<file path="src/rtl/des_pkg.sv">
// Shared DES tables, FSM state type and key-schedule helpers.
// Every table entry is a DES bit number (1-based). Vectors declared [N:1]
// hold DES bit k at index k, so bit 1 sits at the LSB index.
package des_pkg;

  typedef enum logic [1:0] {
    IDLE = 2'd0,
    RUN  = 2'd1,
    DONE = 2'd2
  } state_t;

  // The counter holds round-1, so 15 marks the sixteenth round.
  localparam logic [3:0] LAST_ROUND = 4'd15;

  localparam int PC1_TBL [56] = '{
    57, 49, 41, 33, 25, 17,  9,
     1, 58, 50, 42, 34, 26, 18,
    10,  2, 59, 51, 43, 35, 27,
    19, 11,  3, 60, 52, 44, 36,
    63, 55, 47, 39, 31, 23, 15,
     7, 62, 54, 46, 38, 30, 22,
    14,  6, 61, 53, 45, 37, 29,
    21, 13,  5, 28, 20, 12,  4
  };

  localparam int PC2_TBL [48] = '{
    14, 17, 11, 24,  1,  5,
     3, 28, 15,  6, 21, 10,
    23, 19, 12,  4, 26,  8,
    16,  7, 27, 20, 13,  2,
    41, 52, 31, 37, 47, 55,
    30, 40, 51, 45, 33, 48,
    44, 49, 39, 56, 34, 53,
    46, 42, 50, 36, 29, 32
  };

  localparam int E_TBL [48] = '{
    32,  1,  2,  3,  4,  5,
     4,  5,  6,  7,  8,  9,
     8,  9, 10, 11, 12, 13,
    12, 13, 14, 15, 16, 17,
    16, 17, 18, 19, 20, 21,
    20, 21, 22, 23, 24, 25,
    24, 25, 26, 27, 28, 29,
    28, 29, 30, 31, 32,  1
  };

  localparam int P_TBL [32] = '{
    16,  7, 20, 21, 29, 12, 28, 17,
     1, 15, 23, 26,  5, 18, 31, 10,
     2,  8, 24, 14, 32, 27,  3,  9,
    19, 13, 30,  6, 22, 11,  4, 25
  };

  // Left-rotation amount applied before round n (entry n-1).
  localparam int SHIFT_TBL [16] = '{1, 1, 2, 2, 2, 2, 2, 2, 1, 2, 2, 2, 2, 2, 2, 1};

  // Each S-box is stored row-major: entry = row*16 + column.
  localparam int SBOX_TBL [8][64] = '{
    '{14,  4, 13,  1,  2, 15, 11,  8,  3, 10,  6, 12,  5,  9,  0,  7,
       0, 15,  7,  4, 14,  2, 13,  1, 10,  6, 12, 11,  9,  5,  3,  8,
       4,  1, 14,  8, 13,  6,  2, 11, 15, 12,  9,  7,  3, 10,  5,  0,
      15, 12,  8,  2,  4,  9,  1,  7,  5, 11,  3, 14, 10,  0,  6, 13},
    '{15,  1,  8, 14,  6, 11,  3,  4,  9,  7,  2, 13, 12,  0,  5, 10,
       3, 13,  4,  7, 15,  2,  8, 14, 12,  0,  1, 10,  6,  9, 11,  5,
       0, 14,  7, 11, 10,  4, 13,  1,  5,  8, 12,  6,  9,  3,  2, 15,
      13,  8, 10,  1,  3, 15,  4,  2, 11,  6,  7, 12,  0,  5, 14,  9},
    '{10,  0,  9, 14,  6,  3, 15,  5,  1, 13, 12,  7, 11,  4,  2,  8,
      13,  7,  0,  9,  3,  4,  6, 10,  2,  8,  5, 14, 12, 11, 15,  1,
      13,  6,  4,  9,  8, 15,  3,  0, 11,  1,  2, 12,  5, 10, 14,  7,
       1, 10, 13,  0,  6,  9,  8,  7,  4, 15, 14,  3, 11,  5,  2, 12},
    '{ 7, 13, 14,  3,  0,  6,  9, 10,  1,  2,  8,  5, 11, 12,  4, 15,
      13,  8, 11,  5,  6, 15,  0,  3,  4,  7,  2, 12,  1, 10, 14,  9,
      10,  6,  9,  0, 12, 11,  7, 13, 15,  1,  3, 14,  5,  2,  8,  4,
       3, 15,  0,  6, 10,  1, 13,  8,  9,  4,  5, 11, 12,  7,  2, 14},
    '{ 2, 12,  4,  1,  7, 10, 11,  6,  8,  5,  3, 15, 13,  0, 14,  9,
      14, 11,  2, 12,  4,  7, 13,  1,  5,  0, 15, 10,  3,  9,  8,  6,
       4,  2,  1, 11, 10, 13,  7,  8, 15,  9, 12,  5,  6,  3,  0, 14,
      11,  8, 12,  7,  1, 14,  2, 13,  6, 15,  0,  9, 10,  4,  5,  3},
    '{12,  1, 10, 15,  9,  2,  6,  8,  0, 13,  3,  4, 14,  7,  5, 11,
      10, 15,  4,  2,  7, 12,  9,  5,  6,  1, 13, 14,  0, 11,  3,  8,
       9, 14, 15,  5,  2,  8, 12,  3,  7,  0,  4, 10,  1, 13, 11,  6,
       4,  3,  2, 12,  9,  5, 15, 10, 11, 14,  1,  7,  6,  0,  8, 13},
    '{ 4, 11,  2, 14, 15,  0,  8, 13,  3, 12,  9,  7,  5, 10,  6,  1,
      13,  0, 11,  7,  4,  9,  1, 10, 14,  3,  5, 12,  2, 15,  8,  6,
       1,  4, 11, 13, 12,  3,  7, 14, 10, 15,  6,  8,  0,  5,  9,  2,
       6, 11, 13,  8,  1,  4, 10,  7,  9,  5,  0, 15, 14,  2,  3, 12},
    '{13,  2,  8,  4,  6, 15, 11,  1, 10,  9,  3, 14,  5,  0, 12,  7,
       1, 15, 13,  8, 10,  3,  7,  4, 12,  5,  6, 11,  0, 14,  9,  2,
       7, 11,  4,  1,  9, 12, 14,  2,  0,  6, 10, 13, 15,  3,  5,  8,
       2,  1, 14,  7,  4, 10,  8, 13, 15, 12,  9,  0,  3,  5,  6, 11}
  };

  // PC-1 on the parity-stripped key: key bit b = 8m+t lives at index 7m+t.
  function automatic logic [56:1] pc1_from_wop(input logic [56:1] key_in);
    logic [56:1] res;
    int          b;
    res = '0;
    for (int k = 1; k <= 56; k++) begin
      b      = PC1_TBL[k-1];
      res[k] = key_in[b - (b - 1) / 8];
    end
    return res;
  endfunction

  // PC-2 selects the 48-bit round key from C||D (C occupies bits 1..28).
  function automatic logic [48:1] pc2(input logic [56:1] cd);
    logic [48:1] res;
    res = '0;
    for (int k = 1; k <= 48; k++) begin
      res[k] = cd[PC2_TBL[k-1]];
    end
    return res;
  endfunction

endpackage

</file>
<file path="src/rtl/des_round_engine_f.sv">
// Combinational DES round function f(R, K) = P(S1..S8(E(R) xor K)).
module des_round_f
  import des_pkg::*;
(
  input  logic [32:1] half,
  input  logic [48:1] subkey,
  output logic [32:1] result
);

  logic [48:1] expanded;
  logic [48:1] mixed;
  logic [32:1] sbox_out;
  logic [5:0]  sbox_idx;
  logic [3:0]  sbox_val;

  // Expansion E widens the 32-bit half to 48 bits.
  always_comb begin
    expanded = '0;
    for (int k = 1; k <= 48; k++) begin
      expanded[k] = half[E_TBL[k-1]];
    end
  end

  assign mixed = expanded ^ subkey;

  // Eight S-box lookups; row is outer bits b1,b6, column is b2..b5.
  always_comb begin
    sbox_out = '0;
    sbox_idx = '0;
    sbox_val = '0;
    for (int j = 0; j < 8; j++) begin
      sbox_idx = {mixed[6*j+1], mixed[6*j+6], mixed[6*j+2],
                  mixed[6*j+3], mixed[6*j+4], mixed[6*j+5]};
      sbox_val = 4'(SBOX_TBL[j][sbox_idx]);
      sbox_out[4*j+1] = sbox_val[3];
      sbox_out[4*j+2] = sbox_val[2];
      sbox_out[4*j+3] = sbox_val[1];
      sbox_out[4*j+4] = sbox_val[0];
    end
  end

  // Permutation P on the concatenated S-box outputs.
  always_comb begin
    result = '0;
    for (int k = 1; k <= 32; k++) begin
      result[k] = sbox_out[P_TBL[k-1]];
    end
  end

endmodule

</file>
<file path="src/rtl/des_round_engine.sv">
// Iterative DES round engine: one Feistel round per clock, 17 cycles per
// block, with a single shared f-function instance.
module des_round_engine
  import des_pkg::*;
(
  input  logic        clk,
  input  logic        rst_n,
  input  logic        start,
  input  logic [32:1] data_l,
  input  logic [32:1] data_r,
  input  logic [56:1] key_wop,
  output logic        busy,
  output logic        done,
  output logic [32:1] pre_l,
  output logic [32:1] pre_r
);

  state_t      state;
  state_t      state_next;
  logic [3:0]  round_cnt;
  logic [32:1] l_half;
  logic [32:1] r_half;
  logic [28:1] c_half;
  logic [28:1] d_half;
  logic [28:1] c_rot;
  logic [28:1] d_rot;
  logic [56:1] cd_init;
  logic [48:1] round_key;
  logic [32:1] f_out;
  logic        accept;
  logic        last_round;

  // DONE accepts a new block exactly like IDLE, enabling back-to-back use.
  assign accept     = start && (state == IDLE || state == DONE);
  assign last_round = (state == RUN) && (round_cnt == LAST_ROUND);

  // State register.
  always_ff @(posedge clk or negedge rst_n) begin
    if (!rst_n) state <= IDLE;
    else        state <= state_next;
  end

  // Next-state decode; start is ignored while rounds execute.
  always_comb begin
    state_next = state;
    case (state)
      IDLE:    if (start) state_next = RUN;
      RUN:     if (round_cnt == LAST_ROUND) state_next = DONE;
      DONE:    state_next = start ? RUN : IDLE;
      default: state_next = IDLE;
    endcase
  end

  // Status outputs decoded from state.
  always_comb begin
    busy = 1'b0;
    done = 1'b0;
    case (state)
      RUN:     busy = 1'b1;
      DONE:    done = 1'b1;
      default: ;
    endcase
  end

  // Round counter saturates at the last round so it never wraps.
  always_ff @(posedge clk or negedge rst_n) begin
    if (!rst_n)                                      round_cnt <= '0;
    else if (accept)                                 round_cnt <= '0;
    else if (state == RUN && round_cnt != LAST_ROUND) round_cnt <= round_cnt + 4'd1;
  end

  assign cd_init = pc1_from_wop(key_wop);

  // Rotate C and D toward bit 1 by the scheduled amount for this round.
  always_comb begin
    if (SHIFT_TBL[round_cnt] == 1) begin
      c_rot = {c_half[1], c_half[28:2]};
      d_rot = {d_half[1], d_half[28:2]};
    end else begin
      c_rot = {c_half[2:1], c_half[28:3]};
      d_rot = {d_half[2:1], d_half[28:3]};
    end
  end

  // D is placed in the upper indices so that C fills DES bits 1..28.
  assign round_key = pc2({d_rot, c_rot});

  des_round_f u_round_f (
    .half   (r_half),
    .subkey (round_key),
    .result (f_out)
  );

  // Working halves and key registers: load on accept, one round per RUN edge.
  always_ff @(posedge clk or negedge rst_n) begin
    if (!rst_n) begin
      l_half <= '0;
      r_half <= '0;
      c_half <= '0;
      d_half <= '0;
    end else if (accept) begin
      l_half <= data_l;
      r_half <= data_r;
      c_half <= cd_init[28:1];
      d_half <= cd_init[56:29];
    end else if (state == RUN) begin
      l_half <= r_half;
      r_half <= l_half ^ f_out;
      c_half <= c_rot;
      d_half <= d_rot;
    end
  end

  // Capture the swapped preoutput on the sixteenth round edge and hold it.
  always_ff @(posedge clk or negedge rst_n) begin
    if (!rst_n) begin
      pre_l <= '0;
      pre_r <= '0;
    end else if (last_round) begin
      pre_l <= l_half ^ f_out;
      pre_r <= r_half;
    end
  end

endmodule

</file>
<file path="config.mk">
export PLATFORM = sky130hd
export DESIGN_NAME = des_round_engine
export DESIGN_NICKNAME = d
export VERILOG_FILES = /design/src/rtl/des_pkg.sv /design/src/rtl/des_round_engine_f.sv /design/src/rtl/des_round_engine.sv
export SDC_FILE = /design/constraint.sdc
export NUM_CORES = 1
export LEC_CHECK = 0
export CORE_AREA = 4 4 222 224
export CTS_BUF_LIST = sky130_fd_sc_hd__clkbuf_8
export DETAILED_ROUTE_END_ITERATION = 8
export DIE_AREA = 0 0 226 228
export GPL_TIMING_DRIVEN = 0
export PLACE_DENSITY = 0.54
export SETUP_SLACK_MARGIN = 0.15
export SLEW_MARGIN = 20
export SYNTH_ARGS = -nofsm -noshare
export SYNTH_HDL_FRONTEND = slang
export SYNTH_SLANG_ARGS = --single-unit
</file>
<file path="constraint.sdc">
create_clock -name clk -period 3.7 [get_ports clk]
set_input_delay 0.74 -clock clk [delete_from_list [all_inputs] [get_ports clk]]
set_output_delay 0.74 -clock clk [all_outputs]
set_load 0.005 [all_outputs]
</file>
==> metrics.cfg <==
[run_status]
outcome=finished with violations
violations=setup timing

[worst_setup_path]
path_delay_family=multiplexers
timing_worst_setup_path_type=register to register
cp_cell_sequence=buf_4, ha_1, nand3_4, o31a_1, buf_6, buf_12, mux2i_4, xnor2_2, buf_4, ha_4, mux2_2, mux2_4, mux2_4, mux2i_4, xor2_2, o21ai_1
cp-end-kind=register
cp_slowest_cell=dfrtp_1
crit_required_ps=4100
crit_buf_inv=4
crit_fanout=7
arrival_ps=4290
cp-start-kind=register
slowest_delay_ps=400

[placed_design]
gp_congestion=0.916
dp_hpwl_mm=43.1
place_area_sq_um=16800
io_buffers=188

[clocking]
clk_pin_slew_worst_paths_ps=110
h-tree-depth=4
clock_sinks=190
clockBufferDepth=2
tritoncts=yes
root_buffer=clkbuf_8
insertion_delay_ps=550
cts_buffers=17

[grt]
antenna_found_initial=1
grtUsageTotal_pct=23.2
grt_pass1_vias=14100
grt_overflow=0
grt_max_degree=88
grt_first_pass_wirelength_mm=91.4

[timing]
finalSetupViolations=50
slew_viol_final=0
fin_crit_sh_pct=105
fmax_mhz=257
worstMarginPinSlew_ps=1170
timing.final.ws_setup_ps=-194
rsz0062_at_grt=yes
hold_violations=0
fin_skew_ps=20.7
fin_crit_ps=3890
slew_headroom_pct=22.3
tns_ps=-4070

[floorplanning]
boundaryPins=189
die_area_sq_um=51500
die_x_um=226
initial_core_util_pct=29.6
die_h_um=228
core_area_sq_um=47300
rows=80

[layout]
final_common_cell=nand2_1
final_layout_size_suffix_gt1_share_pct=29.6
final_core_util_pct=45.4
diodes=0
final.fill_count=4462
nNetsFinal=2124
fin_area_sq_um=21500
syn2layout_area_growth_pct=53.4
layout_common_cells=nand2_1 (262), dfrtp_1 (190), clkdlybuf4s50_1 (187)

[synthesis]
synth_fa_ha_area_share_pct=4.65
async_reset_ff_share_pct=100
syn-instance-count=1570
seq_area_frac_synth_pct=34.0
synthSimpleGateAreaFrac_pct=13.5
yosys_warnings=0
avgSynthCellArea_sq_um=8.92
synth_edf_count=0
ys_seq_elements=190
syn_nets=1745
synth.distinct_cells=82
synth_mux_area_share_pct=10.3
synth-compound-area-share_pct=23.5
synth_top_flop_cell=dfrtp_1
synth_top_family_by_area=compound AO/OA/AOI/OAI gates
synth_xor_area_share_pct=9.26
synth_area_sq_um=14000

[detailed_routing]
drtAntennaViolNets=0
drt_iter0_drc=1481
drc=0
drtPass1Iterations=5
wl_per_cell_um=24.1
detail_route.vias_per_cell=5.61
num_vias=14500
drt_wl_total_mm=62.1

[hold_path]
hold_class=register to register

[flow_run]
max-cap-violations=0

[worst register-to-register path: cells and delay by family, from the launching register on]
| family | cells | cell delay [ps] |
|---|---|---|
| AND/OR/NAND/NOR | 1 | 140 |
| adder cells (fa/ha/maj) | 2 | 490 |
| XOR/XNOR | 2 | 400 |
| buffers and inverters | 4 | 730 |
| AO/OA/AOI/OAI | 2 | 240 |
| multiplexers | 5 | 1330 |
| flip-flops | 1 | 400 |
[synthesized netlist by cell type, types with 13 or more instances]
cell type	number	share of area, %
mux2_2	21	1.7
xnor2_1	65	4.1
nand3_1	25	0.89
xor2_1	34	2.1
nor3_1	33	1.2
o22ai_1	15	0.67
a21oi_1	38	1.4
clkbuf_1	66	1.8
o211ai_1	24	1.3
dfrtp_1	190	34
o21ai_0	128	4.6
buf_2	27	0.96
inv_1	27	0.72
a31oi_1	25	1.1
buf_1	19	0.51
a211oi_1	22	1.2
xnor2_2	13	1.5
a22oi_1	107	5.7
mux2i_1	89	6.4
nor2_1	76	2.0
ha_1	52	4.6
nand2_1	266	7.1
[flip-flops by register name (all words and copies together) (netlist names)]
signal,cells
l_half,32
pre_l,32
state,2
round_cnt,4
d_half,28
pre_r,32
r_half,32
c_half,28
[path summary, 6_finish.rpt]
| kind | startpoint | cells past startpoint | slack (ps) | to |
|---|---|---|---|---|
| max in group asynchronous | rst_n | 3 | 2320 | l_half[10] |
| hold reg to reg | pre_r[12] | 2 | 480 | pre_r[12] |
| setup reg to reg | round_cnt[0] | 16 | -190 | pre_l[32] |
| hold / removal | pre_r[12] | 2 | 480 | pre_r[12] |
| setup / recovery | round_cnt[0] | 16 | -190 | pre_l[32] |
| min in group asynchronous | rst_n | 2 | 620 | pre_l[30] |
[cell families (layout without fill, tap and decap cells)]
group,Yosys count,after routing
mux,125,125
buf+inv,152,543
xor+xnor,124,125
simple gates,447,447
fa+ha+maj,52,52
flops,190,190
compound gates,480,480
[layout make-up]
class / count / area, sq um / share of cell area (%)
Multi-Input combinational cell: 1229 / 11000 / 51.0
Buffer: 122 / 856 / 3.98
Clock inverter: 14 / 145 / 0.676
Tap cell: 615 / 769 / 3.58
Sequential cell: 190 / 4750 / 22.1
Clock buffer: 18 / 248 / 1.15
Timing Repair Buffer: 359 / 3600 / 16.8
Inverter: 30 / 145 / 0.676
[per-stage QoR]
| step | hold slack [ps] | setup slack [ps] | instances |
|---|---|---|---|
| after floorplan | 444 | 44.1 | 1570 |
| after global placement | 462 | -6710 | 2373 |
| after detailed placement | 463 | -1140 | 2376 |
| after CTS | 491 | -181 | 2537 |
| after global routing | 515 | -301 | 2577 |
| final | 485 | -194 | 2577 |
[per-layer routing]
| layer | part of all wire (%) | track usage, % |
|---|---|---|
| met4 | 2.8 | 6.32 |
| met5 | 0 | 0 |
| met1 | 43 | 32.4 |
| met2 | 47 | 37.1 |
| met3 | 6.9 | 4.28 |
[repair_timing]
| item | 4_1_cts | 5_1_grt |
|---|---|---|
| endpoints found under the hold margin | 17 | 0 |
| hold buffers | 1 | 0 |
| pin swaps | 110 | 88 |
| cloned | 8 | 2 |
| gates resized for setup | 397 | 169 |
| setup endpoints to repair | 65 | 64 |
| setup buffers | 120 | 38 |
Power is not shown: default switching activity piles up to over one toggle a cycle in this logic, so the estimate is an artifact.
